--- config.mk ---
export PLATFORM = sky130hd
export DESIGN_NAME = aer_event_packer
export DESIGN_NICKNAME = d
export VERILOG_FILES = /design/src/rtl/aer_event_packer.sv
export SDC_FILE = /design/constraint.sdc
export NUM_CORES = 1
export LEC_CHECK = 0
export CAP_MARGIN = 20
export CORE_ASPECT_RATIO = 1.5
export CORE_UTILIZATION = 50
export CTS_CLUSTER_DIAMETER = 60
export DETAILED_ROUTE_END_ITERATION = 7
export PLACE_DENSITY = 0.72
export SLEW_MARGIN = 40
export SYNTH_ARGS = -nofsm -noshare
export SYNTH_HDL_FRONTEND = slang
export SYNTH_SLANG_ARGS = --single-unit
--- constraint.sdc ---
create_clock -name clk -period 7.4 [get_ports clk]
set_input_delay 1.48 -clock clk [delete_from_list [all_inputs] [get_ports clk]]
set_output_delay 1.48 -clock clk [all_outputs]
set_load 0.1 [all_outputs]
--- src/rtl/aer_event_packer.sv ---
// AER event packer: captures asynchronous DVS address events with a four-phase
// handshake, timestamps them, queues them in a FIFO and feeds them to a UART.
module aer_event_packer #(
    parameter int TICK_DIVIDE = 50,
    parameter int FIFO_AW     = 4
) (
    input  logic               clk,
    input  logic               rst,
    input  logic               aer_req_n,
    input  logic [14:0]        aer_addr,
    output logic               aer_ack_n,
    input  logic               is_transmitting,
    output logic               transmit,
    output logic [31:0]        tx_word,
    output logic [FIFO_AW:0]   fifo_level,
    output logic               overflow,
    output logic [7:0]         drop_count
);

    localparam int DEPTH = 2 ** FIFO_AW;
    localparam int PW    = (TICK_DIVIDE > 1) ? $clog2(TICK_DIVIDE) : 1;

    localparam logic [PW-1:0]      PRE_MAX   = PW'(TICK_DIVIDE - 1);
    localparam logic [PW-1:0]      PRE_ONE   = PW'(1);
    localparam logic [FIFO_AW-1:0] PTR_ONE   = FIFO_AW'(1);
    localparam logic [FIFO_AW:0]   LVL_ONE   = (FIFO_AW + 1)'(1);
    localparam logic [FIFO_AW:0]   LVL_FULL  = (FIFO_AW + 1)'(DEPTH);
    localparam logic [FIFO_AW:0]   LVL_EMPTY = (FIFO_AW + 1)'(0);

    typedef enum logic [1:0] {
        H_IDLE    = 2'd0,
        H_CAPTURE = 2'd1,
        H_ACK     = 2'd2,
        H_RELEASE = 2'd3
    } hs_state_t;

    typedef enum logic [1:0] {
        F_IDLE      = 2'd0,
        F_STROBE    = 2'd1,
        F_WAIT_BUSY = 2'd2,
        F_WAIT_DONE = 2'd3
    } feed_state_t;

    logic                sync1_r;
    logic                sync2_r;
    logic                req_sync_n_s;
    logic [PW-1:0]       pre_r;
    logic [15:0]         ts_r;
    hs_state_t           hs_state_r;
    hs_state_t           hs_next_s;
    feed_state_t         feed_state_r;
    feed_state_t         feed_next_s;
    logic                push_s;
    logic                pop_s;
    logic                wr_en_s;
    logic                drop_s;
    logic                full_s;
    logic                empty_s;
    logic [31:0]         word_s;
    logic [31:0]         mem_r [DEPTH];
    logic [FIFO_AW-1:0]  wr_ptr_r;
    logic [FIFO_AW-1:0]  rd_ptr_r;
    logic [FIFO_AW:0]    level_r;
    logic                ack_n_r;
    logic                transmit_r;
    logic [31:0]         tx_word_r;
    logic                overflow_r;
    logic [7:0]          drop_cnt_r;

    // Two-flop synchronizer; idles high so reset never looks like a request
    always_ff @(posedge clk) begin
        if (rst) begin
            sync1_r <= 1'b1;
            sync2_r <= 1'b1;
        end else begin
            sync1_r <= aer_req_n;
            sync2_r <= sync1_r;
        end
    end

    assign req_sync_n_s = sync2_r;

    // Prescaler and 16-bit timestamp, wrapping naturally at 0xFFFF
    always_ff @(posedge clk) begin
        if (rst) begin
            pre_r <= '0;
            ts_r  <= 16'h0000;
        end else if (pre_r == PRE_MAX) begin
            pre_r <= '0;
            ts_r  <= ts_r + 16'h0001;
        end else begin
            pre_r <= pre_r + PRE_ONE;
            ts_r  <= ts_r;
        end
    end

    // Handshake state register
    always_ff @(posedge clk) begin
        if (rst) begin
            hs_state_r <= H_IDLE;
        end else begin
            hs_state_r <= hs_next_s;
        end
    end

    // Handshake next state; the single CAPTURE visit guarantees one push per event
    always_comb begin
        hs_next_s = hs_state_r;
        push_s    = 1'b0;
        case (hs_state_r)
            H_IDLE: begin
                if (!req_sync_n_s) begin
                    hs_next_s = H_CAPTURE;
                end else begin
                    hs_next_s = H_IDLE;
                end
            end
            H_CAPTURE: begin
                push_s    = 1'b1;
                hs_next_s = H_ACK;
            end
            H_ACK: begin
                if (req_sync_n_s) begin
                    hs_next_s = H_RELEASE;
                end else begin
                    hs_next_s = H_ACK;
                end
            end
            H_RELEASE: begin
                hs_next_s = H_IDLE;
            end
            default: begin
                hs_next_s = H_IDLE;
            end
        endcase
    end

    // Acknowledge is registered from the next state so it tracks H_ACK exactly
    always_ff @(posedge clk) begin
        if (rst) begin
            ack_n_r <= 1'b1;
        end else begin
            ack_n_r <= (hs_next_s != H_ACK);
        end
    end

    assign word_s  = {ts_r, 1'b0, aer_addr};
    assign full_s  = (level_r == LVL_FULL);
    assign empty_s = (level_r == LVL_EMPTY);

    // A pop in the same cycle frees the slot, so a push into a full FIFO still lands
    assign wr_en_s = push_s && (!full_s || pop_s);
    assign drop_s  = push_s && full_s && !pop_s;

    // FIFO storage; no reset needed because the pointers define validity
    always_ff @(posedge clk) begin
        if (wr_en_s) begin
            mem_r[wr_ptr_r] <= word_s;
        end
    end

    // FIFO pointers and occupancy
    always_ff @(posedge clk) begin
        if (rst) begin
            wr_ptr_r <= '0;
            rd_ptr_r <= '0;
            level_r  <= '0;
        end else begin
            if (wr_en_s) begin
                wr_ptr_r <= wr_ptr_r + PTR_ONE;
            end
            if (pop_s) begin
                rd_ptr_r <= rd_ptr_r + PTR_ONE;
            end
            case ({wr_en_s, pop_s})
                2'b10:   level_r <= level_r + LVL_ONE;
                2'b01:   level_r <= level_r - LVL_ONE;
                default: level_r <= level_r;
            endcase
        end
    end

    // Sticky overflow flag and saturating drop counter
    always_ff @(posedge clk) begin
        if (rst) begin
            overflow_r <= 1'b0;
            drop_cnt_r <= 8'h00;
        end else if (drop_s) begin
            overflow_r <= 1'b1;
            if (drop_cnt_r != 8'hFF) begin
                drop_cnt_r <= drop_cnt_r + 8'h01;
            end
        end
    end

    // Feeder state register
    always_ff @(posedge clk) begin
        if (rst) begin
            feed_state_r <= F_IDLE;
        end else begin
            feed_state_r <= feed_next_s;
        end
    end

    // Feeder next state; pops only from idle so strobes are at least four cycles apart
    always_comb begin
        feed_next_s = feed_state_r;
        pop_s       = 1'b0;
        case (feed_state_r)
            F_IDLE: begin
                if (!empty_s && !is_transmitting) begin
                    pop_s       = 1'b1;
                    feed_next_s = F_STROBE;
                end else begin
                    feed_next_s = F_IDLE;
                end
            end
            F_STROBE: begin
                feed_next_s = F_WAIT_BUSY;
            end
            F_WAIT_BUSY: begin
                if (is_transmitting) begin
                    feed_next_s = F_WAIT_DONE;
                end else begin
                    feed_next_s = F_WAIT_BUSY;
                end
            end
            F_WAIT_DONE: begin
                if (!is_transmitting) begin
                    feed_next_s = F_IDLE;
                end else begin
                    feed_next_s = F_WAIT_DONE;
                end
            end
            default: begin
                feed_next_s = F_IDLE;
            end
        endcase
    end

    // Strobe and word registers; tx_word holds the last popped word
    always_ff @(posedge clk) begin
        if (rst) begin
            transmit_r <= 1'b0;
            tx_word_r  <= 32'h0000_0000;
        end else begin
            transmit_r <= (feed_next_s == F_STROBE);
            if (pop_s) begin
                tx_word_r <= mem_r[rd_ptr_r];
            end else begin
                tx_word_r <= tx_word_r;
            end
        end
    end

    assign aer_ack_n  = ack_n_r;
    assign transmit   = transmit_r;
    assign tx_word    = tx_word_r;
    assign fifo_level = level_r;
    assign overflow   = overflow_r;
    assign drop_count = drop_cnt_r;

endmodule

; ---- After elaboration in Yosys (flattened, before gate mapping)
; Memory sizes are Yosys's and may differ from the RTL's. A register that Yosys moved wholly into a read port is not among the register bits.
; Cells that the tools add are included.
; W data, S select, Z words.
[word_totals]
word_cells = 63
inputBits = 19
output_inout_bits = 48
mem_bits_ro = 0
latchBits = 0
mem_count = 1
register_bits = 84
mem_bits_rw = 496
[memory_table]
columns = name, words, width, rd, rd_ports_with_merged_regs, write_ports, line_no
row1 = mem_r, 16, 31, 1, 1, 1, 60  ; logic [31:0] mem_r [DEPTH];
[classes]
addsub = 7
bitwise = 0
reduce_logical = 15
n_lt_le_gt_ge = 0
multipliers = 0
div_mod_pow = 0
mux = 13
shift = 0
eq_ne = 13
[ops]
columns = cell, n
row1 = $add A16 B1 Y16 const B, 1
row2 = $pmux W2 S4, 2
row3 = $eq A2 B2 Y1 const B, 5
row4 = $pmux W5 S2, 1
row5 = $mux W1, 9
row6 = $add A4 B1 Y4 const B, 2
row7 = $add A8 B1 Y8 const B, 1
row8 = $eq A2 B1 Y1 const B, 4
row9 = $ne A8 B8 Y1 const B, 1
row10 = $add A6 B1 Y6 const B, 1
row11 = $eq A6 B6 Y1 const B, 1
row12 = $add A5 B1 Y5 const B, 1
row13 = $eq A5 B5 Y1 const B, 1
row14 = $logic_not A5 Y1, 1
row15 = $sub A5 B1 Y5 const B, 1
row16 = $logic_and A1 B1 Y1, 4
row17 = $logic_not A1 Y1, 4
row18 = $logic_not A2 Y1, 2
row19 = $mux W2, 1
row20 = $ne A2 B2 Y1 const B, 1
row21 = $reduce_and A2 Y1, 1
row22 = $reduce_bool A2 Y1, 1
row23 = $reduce_or A2 Y1, 1
row24 = $logic_or A1 B1 Y1, 1

; ---- Logic depth before layout (Yosys ltp)
[logic_depth]
depth_word = 9
mapped_depth = 11
ltp_nobuf = 10

; ---- Worst setup path after synthesis
; OpenSTA, ideal clock, no wires.
[synth_timing]
path_type = input-to-reg
from = in is_transmitting
to = mem mem_r[0][0] (netlist bit), enable pin
t_required_ns = 6.942
stages = 4
setup_slack_ns = 2.366
n_path_buf = 0
t_arrival_ns = 4.576
setup_time_ns = 0.458
path_cell_list = or3_1 -> a31oi_1 -> nand2_1 -> nor3_1
[synth_via]
elab_chain_len = 8
[synth_rtl]
columns = element, line_no
row1 = from (decl), 12  ; input logic is_transmitting,
row2 = $logic_not A1 Y1, -
row3 = $logic_and A1 B1 Y1, 211  ; if (!empty_s && !is_transmitting) begin
row4 = $mux W1, 211
row5 = $mux W1, 209  ; case (feed_state_r)
row6 = $logic_or A1 B1 Y1, 152  ; assign wr_en_s = push_s && (!full_s || pop_s);
row7 = $logic_and A1 B1 Y1, 152
row8 = $mux W1, 157  ; if (wr_en_s) begin
row9 = $mux W1 (implied by the code), 158  ; mem_r[wr_ptr_r] <= word_s;
row10 = to (decl), 60
; No other way between the ends.

; ---- Worst setup path after layout
[layout_timing]
from = in is_transmitting
to = mem mem_r[6][6] (netlist bit), enable pin
; The elaborated chain is that of the path after synthesis.

==> metrics <==
power per cell area=293.2 nW/µm²; setup TNS=0 ns; Hold Buf Count CTS=0; Final Skew=0.01656 ns; Yosys top cell area share=66.06%; htree depth=2; Die Y=262.1 µm; main area contributors after synthesis=edfxtp_1 (66%), mux4_2 (8.5%), dfxtp_1 (7.4%), mux4_1 (4.5%), mux2i_1 (1.6%); Post-CTS Setup Bufs=0; FILL cells=3283; drt total wl=44830 µm; nets=1247; Post-synth EDFFs=496; Worst Max-Slew Pin Slew=0.8405 ns; fin crit share=53.43%; drt first pass iters=4; CP max FO=16; RePlAce Congestion=0.7506; #FFs+latches synth=579; clock sinks=579; Syn Nets=1160; Top-Level Pins=67; Worst Setup Start Kind=input pin; Final Critical Period=3.954 ns; initial antenna violation count=1; average wire per standard cell=24.45 µm; HPWL after DPL=25870 µm; clk_lat worst skew=0.57 ns; Ys Warns=0; CTS tree=built; RSZ-0062 raised after global routing=no; residual DRC count=0; via count=10890; # diodes=0; Post-CTS Resized=0; Synth Instances=1128; maximum vdd ir drop=0.3270 mV; CP arrival=4.22 ns; Post-synth top flop=edfxtp_1; Detail Route Antenna Nets=0; die area=45960 µm²; Final Slew Violations=0; CTS clk-pin slew, worst paths=0.06 ns; final total power=0.007441 W; status=finished clean; final hold vios=0; pin count of the biggest net entering global routing=54; number of global-route vias before repair=11380; Avg Cell Area, Syn=19.99 µm²; clk root buf=clkbuf_16; layout cells sized above 1=23.63%; register area=16570 µm²; Iteration-0 DRC Markers=764; slew margin rel.=43.97%; GRT Util Overall=20.11%; WS Path Type=in -> reg; FP Rows=94; multi-input combinational cell area=5660 µm²; FMAX=252.9 MHz; Cell Area, Synth=22550 µm²; Cell variety after synth=59; worst hold path class=reg -> reg; Synth async-reset ratio=0%; GRT overflow=0; area leader, netlist=edfxtp_1; IO buf count=65; first-pass GRT wire length=68680 µm; chip width=175.4 µm; clk buf depth=3; core area=44220 µm²; sequential area share after synthesis=73.43%; most frequent cells in the layout=edfxtp_1 (496), mux4_2 (85), dfxtp_1 (80), nor2_1 (64), clkbuf_16 (51); Synth-to-Final Area Change=12.58%; Initial Util=50.98%; Inserted Clock Buffers=51; Pleak=8.093 nW; CP endpoint kind=register; Req. time, crit path=7.67 ns; DR vias/cell=5.941; final setup vio count=0; Max Cap Viol=0; commonest non-fill, non-tap cell in the layout=edfxtp_1
[metal layers]
metal	track usage, %	routed length (µm)	vias to the layer above
met2	36.07	23800	304
met4	7.488	1471	2
met5	0	8	-
met3	2.894	2152	92
met1	24.76	17400	5688
li1	-	-	4803
[cells by family after synthesis]
logic type | Yosys count | share of synthesized area (%)
mux | 195 | 16.38
simple gates | 171 | 3.863
xor+xnor | 19 | 0.7381
fa+ha+maj | 13 | 0.7215
buf+inv | 73 | 1.948
flops | 579 | 73.43
compound gates | 77 | 2.903
other cells | 1 | 0.01663
[area by class of cell]
cell class | count | area share [%]
sequential | 579 | 65.27
multi-input combinational | 476 | 22.30
clock buffer | 80 | 5.812
timing repair buffer | 94 | 3.125
tap | 576 | 2.839
clock inverter | 15 | 0.4584
inverter | 13 | 0.1923
[state kept, by name, indices dropped and copies added, names as in the netlist]
register,flops
mem_r,496
tx_word,31
ts_r,16
drop_count,8
pre_r,6
fifo_level,5
rd_ptr_r,4
wr_ptr_r,4
feed_state_r,2
hs_state_r,2
aer_ack_n,1
overflow,1
req_sync_n_s,1
sync1_r,1
transmit,1
[metrics by stage]
step	cells	utilization [%]	hold slack, ns	setup slack (ns)	area [µm²]
CTS	1833	57.39	0.4118	3.500	25380
global route	1833	57.40	0.4452	3.334	25380
floorplan	1128	-	0.3895	2.366	22550
finish	1833	57.40	0.4101	3.446	25380
global placement	1727	53.77	0.3952	2.786	23780
detailed placement	1738	53.79	0.3961	2.895	23790
[cells in the mapped netlist (8+ instances only)]
library cell	count
xnor2_1	15
ha_1	13
nor3_1	8
inv_1	13
mux4_2	85
buf_6	10
dfxtp_1	83
buf_2	16
edfxtp_1	496
mux4_1	39
mux2i_1	37
a221o_1	31
nand2_1	25
nand3_1	15
nor2_1	76
clkbuf_1	19
a21oi_1	16
mux2_2	31
[final timing paths]
check	start	endpoint	slack, ns	cells after the start
worst min register to register	sync1_r$_SDFF_PP1_	req_sync_n_s$_SDFF_PP1_	0.41	1
worst max-delay path	is_transmitting	mem_r[6][6]$_DFFE_PP_	3.45	6
worst max register to register	rd_ptr_r[2]$_SDFFE_PP0N_	tx_word[22]$_SDFFE_PP0N_	4.13	6
worst min-delay path	sync1_r$_SDFF_PP1_	req_sync_n_s$_SDFF_PP1_	0.41	1
[worst max-delay path, stage by stage]
cell and delay, ns:
clkdlybuf4s50_1 0.51, or3_1 0.43, a31oi_1 0.55, nand2_1 0.40, nor2_4 0.56, buf_8 0.27
[where the power goes]
group | internal (W) | switching [W] | total, W
Combinational | 0.000363 | 0.000830 | 0.00119
Clock | 0.00141 | 0.00113 | 0.00254
Sequential | 0.00360 | 0.000111 | 0.00371
Total | 0.00537 | 0.00207 | 0.00744
(Power assumes the default switching activity.)
